==> src/rtl/ascii_to_mod26_pkg.sv <==
// Shared character constants and the character-class enum for the ASCII-to-shift converter.
package ascii_to_mod26_pkg;

    localparam logic [7:0] ASCII_LC_A  = 8'd97;
    localparam logic [7:0] ASCII_LC_Z  = 8'd122;
    localparam logic [7:0] ASCII_UC_A  = 8'd65;
    localparam logic [7:0] ASCII_UC_Z  = 8'd90;
    localparam logic [7:0] ASCII_DIG_0 = 8'd48;
    localparam logic [7:0] ASCII_DIG_9 = 8'd57;
    localparam logic [7:0] ALPHA_SIZE  = 8'd26;

    typedef enum logic [1:0] {
        CLS_LOWER = 2'd0,
        CLS_UPPER = 2'd1,
        CLS_DIGIT = 2'd2,
        CLS_OTHER = 2'd3
    } char_class_e;

    function automatic logic in_range(input logic [7:0] c, input logic [7:0] lo,
                                      input logic [7:0] hi);
        return (c >= lo) && (c <= hi);
    endfunction

endpackage

==> src/rtl/ascii_to_mod26_classify.sv <==
// Combinational character classifier: returns the class and the base offset to subtract.
// Digits are treated as a convertible class only when ASCII_MOD26_DIGIT_EN is defined.
module ascii_char_classify
    import ascii_to_mod26_pkg::*;
(
    input  logic [7:0] ascii_i,
    output logic [1:0] cls_o,
    output logic [7:0] base_o
);

    char_class_e cls;

    always_comb begin
        cls    = CLS_OTHER;
        base_o = 8'd0;
        if (in_range(ascii_i, ASCII_LC_A, ASCII_LC_Z)) begin
            cls    = CLS_LOWER;
            base_o = ASCII_LC_A;
        end else if (in_range(ascii_i, ASCII_UC_A, ASCII_UC_Z)) begin
            cls    = CLS_UPPER;
            base_o = ASCII_UC_A;
        end
`ifdef ASCII_MOD26_DIGIT_EN
        else if (in_range(ascii_i, ASCII_DIG_0, ASCII_DIG_9)) begin
            cls    = CLS_DIGIT;
            base_o = ASCII_DIG_0;
        end
`endif
    end

    assign cls_o = cls;

endmodule

==> src/rtl/ascii_to_mod26.sv <==
// ASCII key character to Caesar/Vigenere shift (0..25), one registered stage with valid/error.
// Build option: define ASCII_MOD26_DIGIT_EN to map '0'..'9' to shifts 0..9.
module ascii_to_mod26
    import ascii_to_mod26_pkg::*;
#(
    parameter int OUT_W = 8
) (
    input  logic             keyboard_clk,
    input  logic             reset,
    input  logic [7:0]       ascii_in,
    input  logic             valid_in,
    output logic [OUT_W-1:0] mod26_out,
    output logic             valid_out,
    output logic             err_out
);

    logic [1:0]       cls_raw;
    char_class_e      cls;
    logic [7:0]       base;
    logic [7:0]       shift;
    logic [OUT_W-1:0] mod26_d, mod26_q;
    logic             err_d, err_q;
    logic             valid_q;

    ascii_char_classify u_classify (
        .ascii_i (ascii_in),
        .cls_o   (cls_raw),
        .base_o  (base)
    );

    // Unconvertible characters fall back to the identity shift.
    function automatic logic [7:0] to_shift(input logic [7:0] c, input logic [7:0] b,
                                            input char_class_e k);
        logic [7:0] diff;
        diff = c - b;
        if (k == CLS_OTHER || diff >= ALPHA_SIZE)
            return 8'd0;
        return diff;
    endfunction

    always_comb begin
        cls     = char_class_e'(cls_raw);
        shift   = to_shift(ascii_in, base, cls);
        mod26_d = OUT_W'(shift);
        err_d   = (cls == CLS_OTHER);
    end

    // Output register stage: result and error hold across idle cycles.
    always_ff @(posedge keyboard_clk or posedge reset) begin
        if (reset) begin
            mod26_q <= '0;
            err_q   <= 1'b0;
            valid_q <= 1'b0;
        end else begin
            valid_q <= valid_in;
            if (valid_in) begin
                mod26_q <= mod26_d;
                err_q   <= err_d;
            end
        end
    end

    assign mod26_out = mod26_q;
    assign err_out   = err_q;
    assign valid_out = valid_q;

endmodule

==> config.mk <==
export PLATFORM = sky130hd
export DESIGN_NAME = ascii_to_mod26
export DESIGN_NICKNAME = d
export VERILOG_FILES = /design/src/rtl/ascii_to_mod26_pkg.sv /design/src/rtl/ascii_to_mod26_classify.sv /design/src/rtl/ascii_to_mod26.sv
export SDC_FILE = /design/constraint.sdc
export NUM_CORES = 1
export LEC_CHECK = 0
export CORE_UTILIZATION = 38
export DETAILED_ROUTE_END_ITERATION = 6
export PLACE_DENSITY = 0.7
export SYNTH_ARGS = -nofsm -noshare
export SYNTH_HDL_FRONTEND = slang
export SYNTH_SLANG_ARGS = --single-unit
==> constraint.sdc <==
create_clock -name keyboard_clk -period 1.3 [get_ports keyboard_clk]
set_input_delay 0.325 -clock keyboard_clk [delete_from_list [all_inputs] [get_ports keyboard_clk]]
set_output_delay 0.325 -clock keyboard_clk [all_outputs]
set_load 0.01 [all_outputs]
Yosys cells after proc, flatten, opt, wreduce, memory -nomap -nowiden
Index checks and enable logic that the tools add are counted.

cells by class
  $add $sub $neg = 1
  order comparisons = 5
  eq/ne operators = 1
  multiplexer cells = 7
  reduce and logical (&&, ||, !) cells = 3

operators with widths
  kind                                                                               count
  8-bit two-way mux                                                                  3
  8-bit by 7-bit >= comparator with 1-bit output (second input constant)             2
  8-bit by 7-bit less-or-equal comparator with 1-bit output (second input constant)  2
  8-bit by 5-bit >= comparator with 1-bit output (second input constant)             1
  8-bit subtractor                                                                   1
  7-bit two-way mux                                                                  1
  2-bit two-way mux                                                                  2
  2-bit equality test (second input constant)                                        1
  1-bit logical AND                                                                  2
  1-bit logical OR                                                                   1
  1-bit two-way mux                                                                  1

word-level totals
  register bits = 10
  bits of input ports = 11
  output and inout bits = 10
  word-level logic and storage cells = 20

Depth between registers and ports, before layout
Gate-level depths: netlist (run 1).

  depth in word-level cells = 9
  gate-level depth with buffers = 11
  mapped depth without buffers = 10

Modules after synthesis
A second synthesis (run 1) with hierarchy kept.

unflattened totals
  cell total of the unflattened synthesis = 106
  area total of the unflattened synthesis = 892.1 um^2

modules (own cells, without submodules)
  module               instances  cells an instance  area an instance (um^2)  seq. area each (um^2)
  ascii_to_mod26       1          85                 755.7                    250.2
  ascii_char_classify  1          21                 136.4                    0.0

Worst setup path after synthesis (run 1)
Ideal clock, no wire load.

  path type = in2reg
  start = input port ascii_in[3]
  end = register mod26_q[2] (netlist: mod26_out[2])
  setup time = 0.101 ns
  data arrival time = 2.286 ns
  required time = 1.199 ns
  setup slack = -1.087 ns
  stages = 11
  path buffers = 1
  cells stage by stage = buf_2 nand2_1 o21ai_0 a31oi_4 ha_1 ha_1 nand2_1 a32o_1 o21ai_1 nand4_2 o32ai_1

between the ends
  longest elaborated chain between the ends = 9
  elaborated cells between the ends (all ways) = 16
  those cells by class = add/sub: 1; order compare: 5; eq/ne: 1; mux: 6; reduce/logical: 3

ends and longest elaborated chain
  what                                                                                                                         RTL line                       text
  start, declared                                                                                                              ascii_to_mod26.sv:10           input logic [7:0] ascii_in,
  8-bit by 7-bit >= comparator with 1-bit output or 8-bit by 7-bit less-or-equal comparator with 1-bit output (tied branches)  ascii_to_mod26_pkg.sv:21       return (c >= lo) && (c <= hi);
  1-bit logical AND                                                                                                            ascii_to_mod26_pkg.sv:21
  7-bit two-way mux                                                                                                            ascii_to_mod26_classify.sv:19  end else if (in_range(ascii_i, ASCII_UC_A, ASCII_UC_Z)) begin
  8-bit two-way mux                                                                                                            ascii_to_mod26_classify.sv:16  if (in_range(ascii_i, ASCII_LC_A, ASCII_LC_Z)) begin
  8-bit subtractor                                                                                                             ascii_to_mod26.sv:35           diff = c - b;
  8-bit by 5-bit >= comparator with 1-bit output                                                                               ascii_to_mod26.sv:36           if (k == CLS_OTHER || diff >= ALPHA_SIZE)
  1-bit logical OR                                                                                                             ascii_to_mod26.sv:36
  1-bit two-way mux                                                                                                            ascii_to_mod26.sv:36
  8-bit two-way mux *                                                                                                          ascii_to_mod26.sv:38           return diff;
  end signal, assigned                                                                                                         ascii_to_mod26.sv:57           mod26_q <= mod26_d;
  end, declared                                                                                                                ascii_to_mod26.sv:21           logic [OUT_W-1:0] mod26_d, mod26_q;

Mark *: on every way between the ends. The rest lies on a longest branch, timed or not.
A chain may end at the register's enable or synchronous reset.

Worst setup path in the final report (run 1)
  start = input port ascii_in[3]
  end = register mod26_q[1] (netlist: mod26_out[1])

The elaborated chain is that of the path after synthesis.

==> run metrics, run 1 <==
status finished with violations; failing checks negative setup slack; most common cell after layout, fill and taps aside buf_4; sequential power share 37.7%; RSZ-0062 raised after global routing true; synth top area cells dfrtp_1, ha_1, nor2b_1; Slew HR 74.16%; IO buf count 20; mapped cell area 680.7 sq um; Mapped Nets 88; Max stage delay on crit path 300 ps; Yosys warnings 0; final non-filler cell total 133; FFs w/ async S/R, synth 100.0%; final clock skew 0 ps; ys flop type dfrtp_1; Nets 125; placer congestion estimate 0.7858; number of detailed-route iterations in the first pass 4; TritonCTS Buffers 3; wl on met1 777 microns; CP max-delay cell o32ai_2; internal power 618.1 uW; max cap viols 0; initial antenna violation count 0; vias in the first global route 689; grt ovf 0; CTS Buffer Depth 2; Gate power share 30.3%; Worst EP required 1460 ps; via count 679; layout cells sized above 1 45.87%; Detailed Place HPWL 1311 microns; number of fill cells in the layout 110; maximum VDD drop 0.0006927 V; syn_area_per_cell 9.324 sq um; most used cell, CP ha_4; initial detailed-routing violation count 9; worst-margin pin slew 387.2 ps; wirelength, routed 1762 microns; Final Max Tran Viols 0; GR Util All Layers 19.21%; CP top delay family compound AO/OA/AOI/OAI gates; Die X 44.32 microns; first-pass GRT wire length 2808 microns; row cnt 14; PD cells 707.9 nW/um^2; DRC violation count after routing 0; post-route setup slack -762.0 ps; wire length per cell 13.25 microns; CTS root buf clkbuf_4; Setup TNS Final -3642 ps; final antenna-violating net count 0; Top Layer Used met4; Die Y 44.32 microns; n_diodes 0; Unique masters post-synth 29; CP max FO 5; Seq/Total Area, Yosys 36.76%; clk sinks 10; Net Sw Frac 26.85%; worst path bufs/invs 1; cell taking the most area after synthesis dfrtp_1; WL met3 92 microns; FMAX 485.0 MHz; worst skew pair latency 250 ps; CP cell instances buf_8 > nor3_4 > a31oi_4 > ha_4 > ha_4 > nand2_2 > a32o_2 > o21ai_2 > nand4_4 > o32ai_2; postcts setup bufs 0; largest net degree at the start of global routing 12; most frequent cells in the layout buf_4, dfrtp_1, dlygate4sd2_1; Starting Density 42.70%; nature of the critical path endpoint register; Fin. Hold Viols 0; DR WL met2 881 microns; Post-Syn Instances 73; LEAKAGE 0.5268 nW; Area Growth Syn to Fin 75.37%; Worst EP arrival 2230 ps; Ports 21; die area 1964 sq um; CTS tree built; Vias per Instance 5.105; WS Path Type input pin to register; hold crit path type input pin to async pin; dpl cells 129; EDFF count, synth 0; Switch Pwr 226.9 uW; htree depth 1; endpoints failing setup 5; fin crit share 158.6%; flops & latches, synth 10; Critical Path Start Type input pin; post-route minimum period 2062 ps; Clock transition at path regs 70 ps; Synth top area share 36.76%; Clk network pwr share 32.0%; Core Region 1594 sq um
[power groups by stage]
stage	Sequential [mW]	Combinational, mW	Clock, mW
global placement	0.325	0.210	0
detailed placement	0.325	0.215	0
CTS	0.319	0.235	0.282
global route	0.319	0.276	0.301
floorplan	0.328	0.112	0
finish	0.319	0.256	0.270
[cell type report]
cell class / instances / area, sq um / share of cell area (%)
clock buffer: 4 / 36.28 / 3.040
sequential: 10 / 250.2 / 20.96
timing repair buffer: 35 / 304.0 / 25.47
multi-input combinational: 50 / 535.5 / 44.86
tap: 24 / 30.03 / 2.516
inverter: 10 / 37.54 / 3.145
[logic make-up after synthesis]
logic type | count (synthesis) | synth area share (%)
AO/OA/AOI/OAI | 19 | 21.69
XOR/XNOR | 3 | 3.861
AND/OR/NAND/NOR | 24 | 21.88
flip-flops | 10 | 36.76
adder cells (fa/ha/maj) | 4 | 7.353
buffers and inverters | 13 | 8.455
[flip-flops by register name, summed over array words and instances (netlist names)]
signal     count
valid_out      1
err_out        1
mod26_out      8
[worst paths after layout]
kind	slack (ps)	end	cells after the start	from
max	-760	mod26_out[1]	10	ascii_in[3]
min	340	mod26_out[2]	2	reset
max reg2reg	660	mod26_out[1]	2	mod26_out[1]
min reg2reg	490	mod26_out[6]	1	mod26_out[6]
max in group asynchronous	680	mod26_out[0]	2	reset
min in group keyboard_clk	490	mod26_out[6]	1	mod26_out[6]
[worst register-to-register path: stages (launching register included)]
cell     delay [ps]
dfrtp_1         380
inv_1            70
o32ai_2          70
[per-layer routing]
| metal | up-vias | track usage [%] |
|---|---|---|
| li1 | 330 | - |
| met1 | 326 | 23.83 |
| met2 | 21 | 32.65 |
| met4 | 0 | 3.030 |
| met5 | - | 0 |
| met3 | 2 | 6.939 |
[cell usage after synthesis, types with 2 or more instances]
master,instances
dfrtp_1,10
a21oi_1,3
xnor2_1,2
nor2_1,3
o21ai_0,3
ha_1,4
o32ai_1,5
a21o_1,2
nand2_1,5
nor2b_1,7
nand3_1,2
inv_1,10
[stage by stage]
step | util, % | hold slack (ps) | cell area (sq um) | worst slack (ps) | power, mW
2_1_floorplan | - | 165.2 | 732.0 | -899.1 | 0.4392
3_3_place_gp | 65.93 | 481.1 | 1051 | -1413 | 0.5342
3_5_place_dp | 65.93 | 489.2 | 1051 | -1488 | 0.5394
4_1_cts | 71.74 | 345.3 | 1144 | -775.4 | 0.8358
5_1_grt | 74.88 | 374.5 | 1194 | -851.0 | 0.8968
6_report | 74.88 | 338.9 | 1194 | -762.0 | 0.8450
[timing repair]
item,4_1_cts,5_1_grt
pin swaps,19,9
hold buffers,0,0
endpoints found under the setup margin,16,5
gates resized for setup,60,10
No activity file was read; power rests on OpenSTA's default activity.
==> run 2, diff against run 1 <==
Settings changed: PLACE_DENSITY 0.7 to 0.67, SKIP_LAST_GASP set to 1.
==> run 2 against run 1 <==
The run still ends with negative setup slack left. Via count is 2.4% higher. Core utilization rose by 4.7 points. Power increased by 2.5%. Critical endpoint is now mod26_out[2]. Highest routed layer is now met3.
==> run metrics, run 2 (synthesized netlist as in run 1, its figures left out) <==
status finished with violations; failing checks negative setup slack; placed cell areas 1066 sq um; worst slack at placement -1480 ps; nature of the critical path endpoint register; die area 1964 sq um; final non-filler cell total 142; max cap viols 0; wirelength, routed 1884 microns; CTS Buffer Depth 2; initial detailed-routing violation count 8; endpoints failing setup 5; maximum VDD drop 0.0005333 V; fin crit share 158.2%; grt ovf 0; Ports 21; placer congestion estimate 0.7179; fin area 1269 sq um; Die X 44.32 microns; n_diodes 0; Core Util, Final 79.59%; Setup TNS Final -3762 ps; number of detailed-route iterations in the first pass 4; FMAX 486.1 MHz; clk sinks 10; Detailed Place HPWL 1321 microns; CTS tree built; Final Max Tran Viols 0; Vias per Instance 4.894; most common cell after layout, fill and taps aside buf_4; hold_buf cts 0; Nets 134; RSZ-0062 raised after global routing true; TritonCTS Buffers 3; Worst EP arrival 2220 ps; worst-margin pin slew 352.5 ps; layout cells sized above 1 50.85%; most frequent cells in the layout buf_4, dfrtp_1, dlygate4sd2_1; Slew HR 76.47%; via count 695; htree depth 1; Core Region 1594 sq um; Hold WS 327.6 ps; initial antenna violation count 0; final clock skew 0 ps; Die Y 44.32 microns; first-pass GRT wire length 3256 microns; total power draw 866.4 uW; Critical Path Start Type input pin; PD cells 682.9 nW/um^2; GR Util All Layers 22.18%; wire length per cell 13.27 microns; Area Growth Syn to Fin 86.40%; DRC violation count after routing 0; row cnt 14; worst skew pair latency 250 ps; Starting Density 42.70%; LEAKAGE 0.5813 nW; dpl cells 131; CP max FO 6; final antenna-violating net count 0; post-route minimum period 2057 ps; number of fill cells in the layout 109; Clock transition at path regs 60 ps; largest net degree at the start of global routing 12; vias in the first global route 741; CTS root buf clkbuf_4; number of flip-flops in the largest register 8; Worst EP required 1460 ps; post-route setup slack -757.1 ps; WS Path Type input pin to register; IO buf count 20; hold crit path type input pin to async pin; Fin. Hold Viols 0
run 2: changes by cell type in the layout (fill, tap and decap cells not counted), sizes merged:
cell  before  now
buf       22   31
run 2: power by group:
part / switching (mW) / leakage, nW / total, mW / internal [mW]
Combinational: 0.128 / 0.427 / 0.277 / 0.148
Sequential: 0.00234 / 0.133 / 0.319 / 0.317
Clock: 0.101 / 0.0210 / 0.271 / 0.170
run 2: final timing paths:
check | start | to | slack [ps] | cells past startpoint
setup / recovery | ascii_in[3] | mod26_out[2] | -760 | 11
hold / removal | reset | mod26_out[6] | 330 | 2
setup reg to reg | mod26_out[2] | mod26_out[2] | 640 | 2
hold reg to reg | mod26_out[6] | mod26_out[6] | 490 | 1
max in group asynchronous | reset | err_out | 720 | 2
min in group keyboard_clk | mod26_out[6] | mod26_out[6] | 490 | 1
run 2: worst max-delay path, stage by stage:
cell and delay [ps]:
buf_8 100, nor3_4 230, a31oi_4 170, ha_4 210, buf_4 120, nor2b_2 180
buf_4 140, a21o_1 140, o211ai_1 110, nand3_2 200, o32ai_2 290
run 2: layout make-up:
| type | instances | area [sq um] | area share (%) |
|---|---|---|---|
| flip-flops and latches | 10 | 250.2 | 19.72 |
| repair buffers | 44 | 375.4 | 29.59 |
| multi-input cells | 50 | 539.3 | 42.50 |
| well taps | 24 | 30.03 | 2.367 |
| clock buffers | 4 | 36.28 | 2.860 |
| inverters | 10 | 37.54 | 2.959 |
run 2: routing by layer:
layer	global-route usage (%)	wire, microns	up-vias
met5	0	0	-
met2	39.71	955	14
met1	28.42	874	332
met4	5.455	0	0
li1	-	-	349
met3	2.449	54	0
run 2: timing repair:
item	4_1_cts	5_1_grt
setup endpoints to repair	16	5
resized for setup	61	12
pin swaps	17	5
setup buffers	5	2
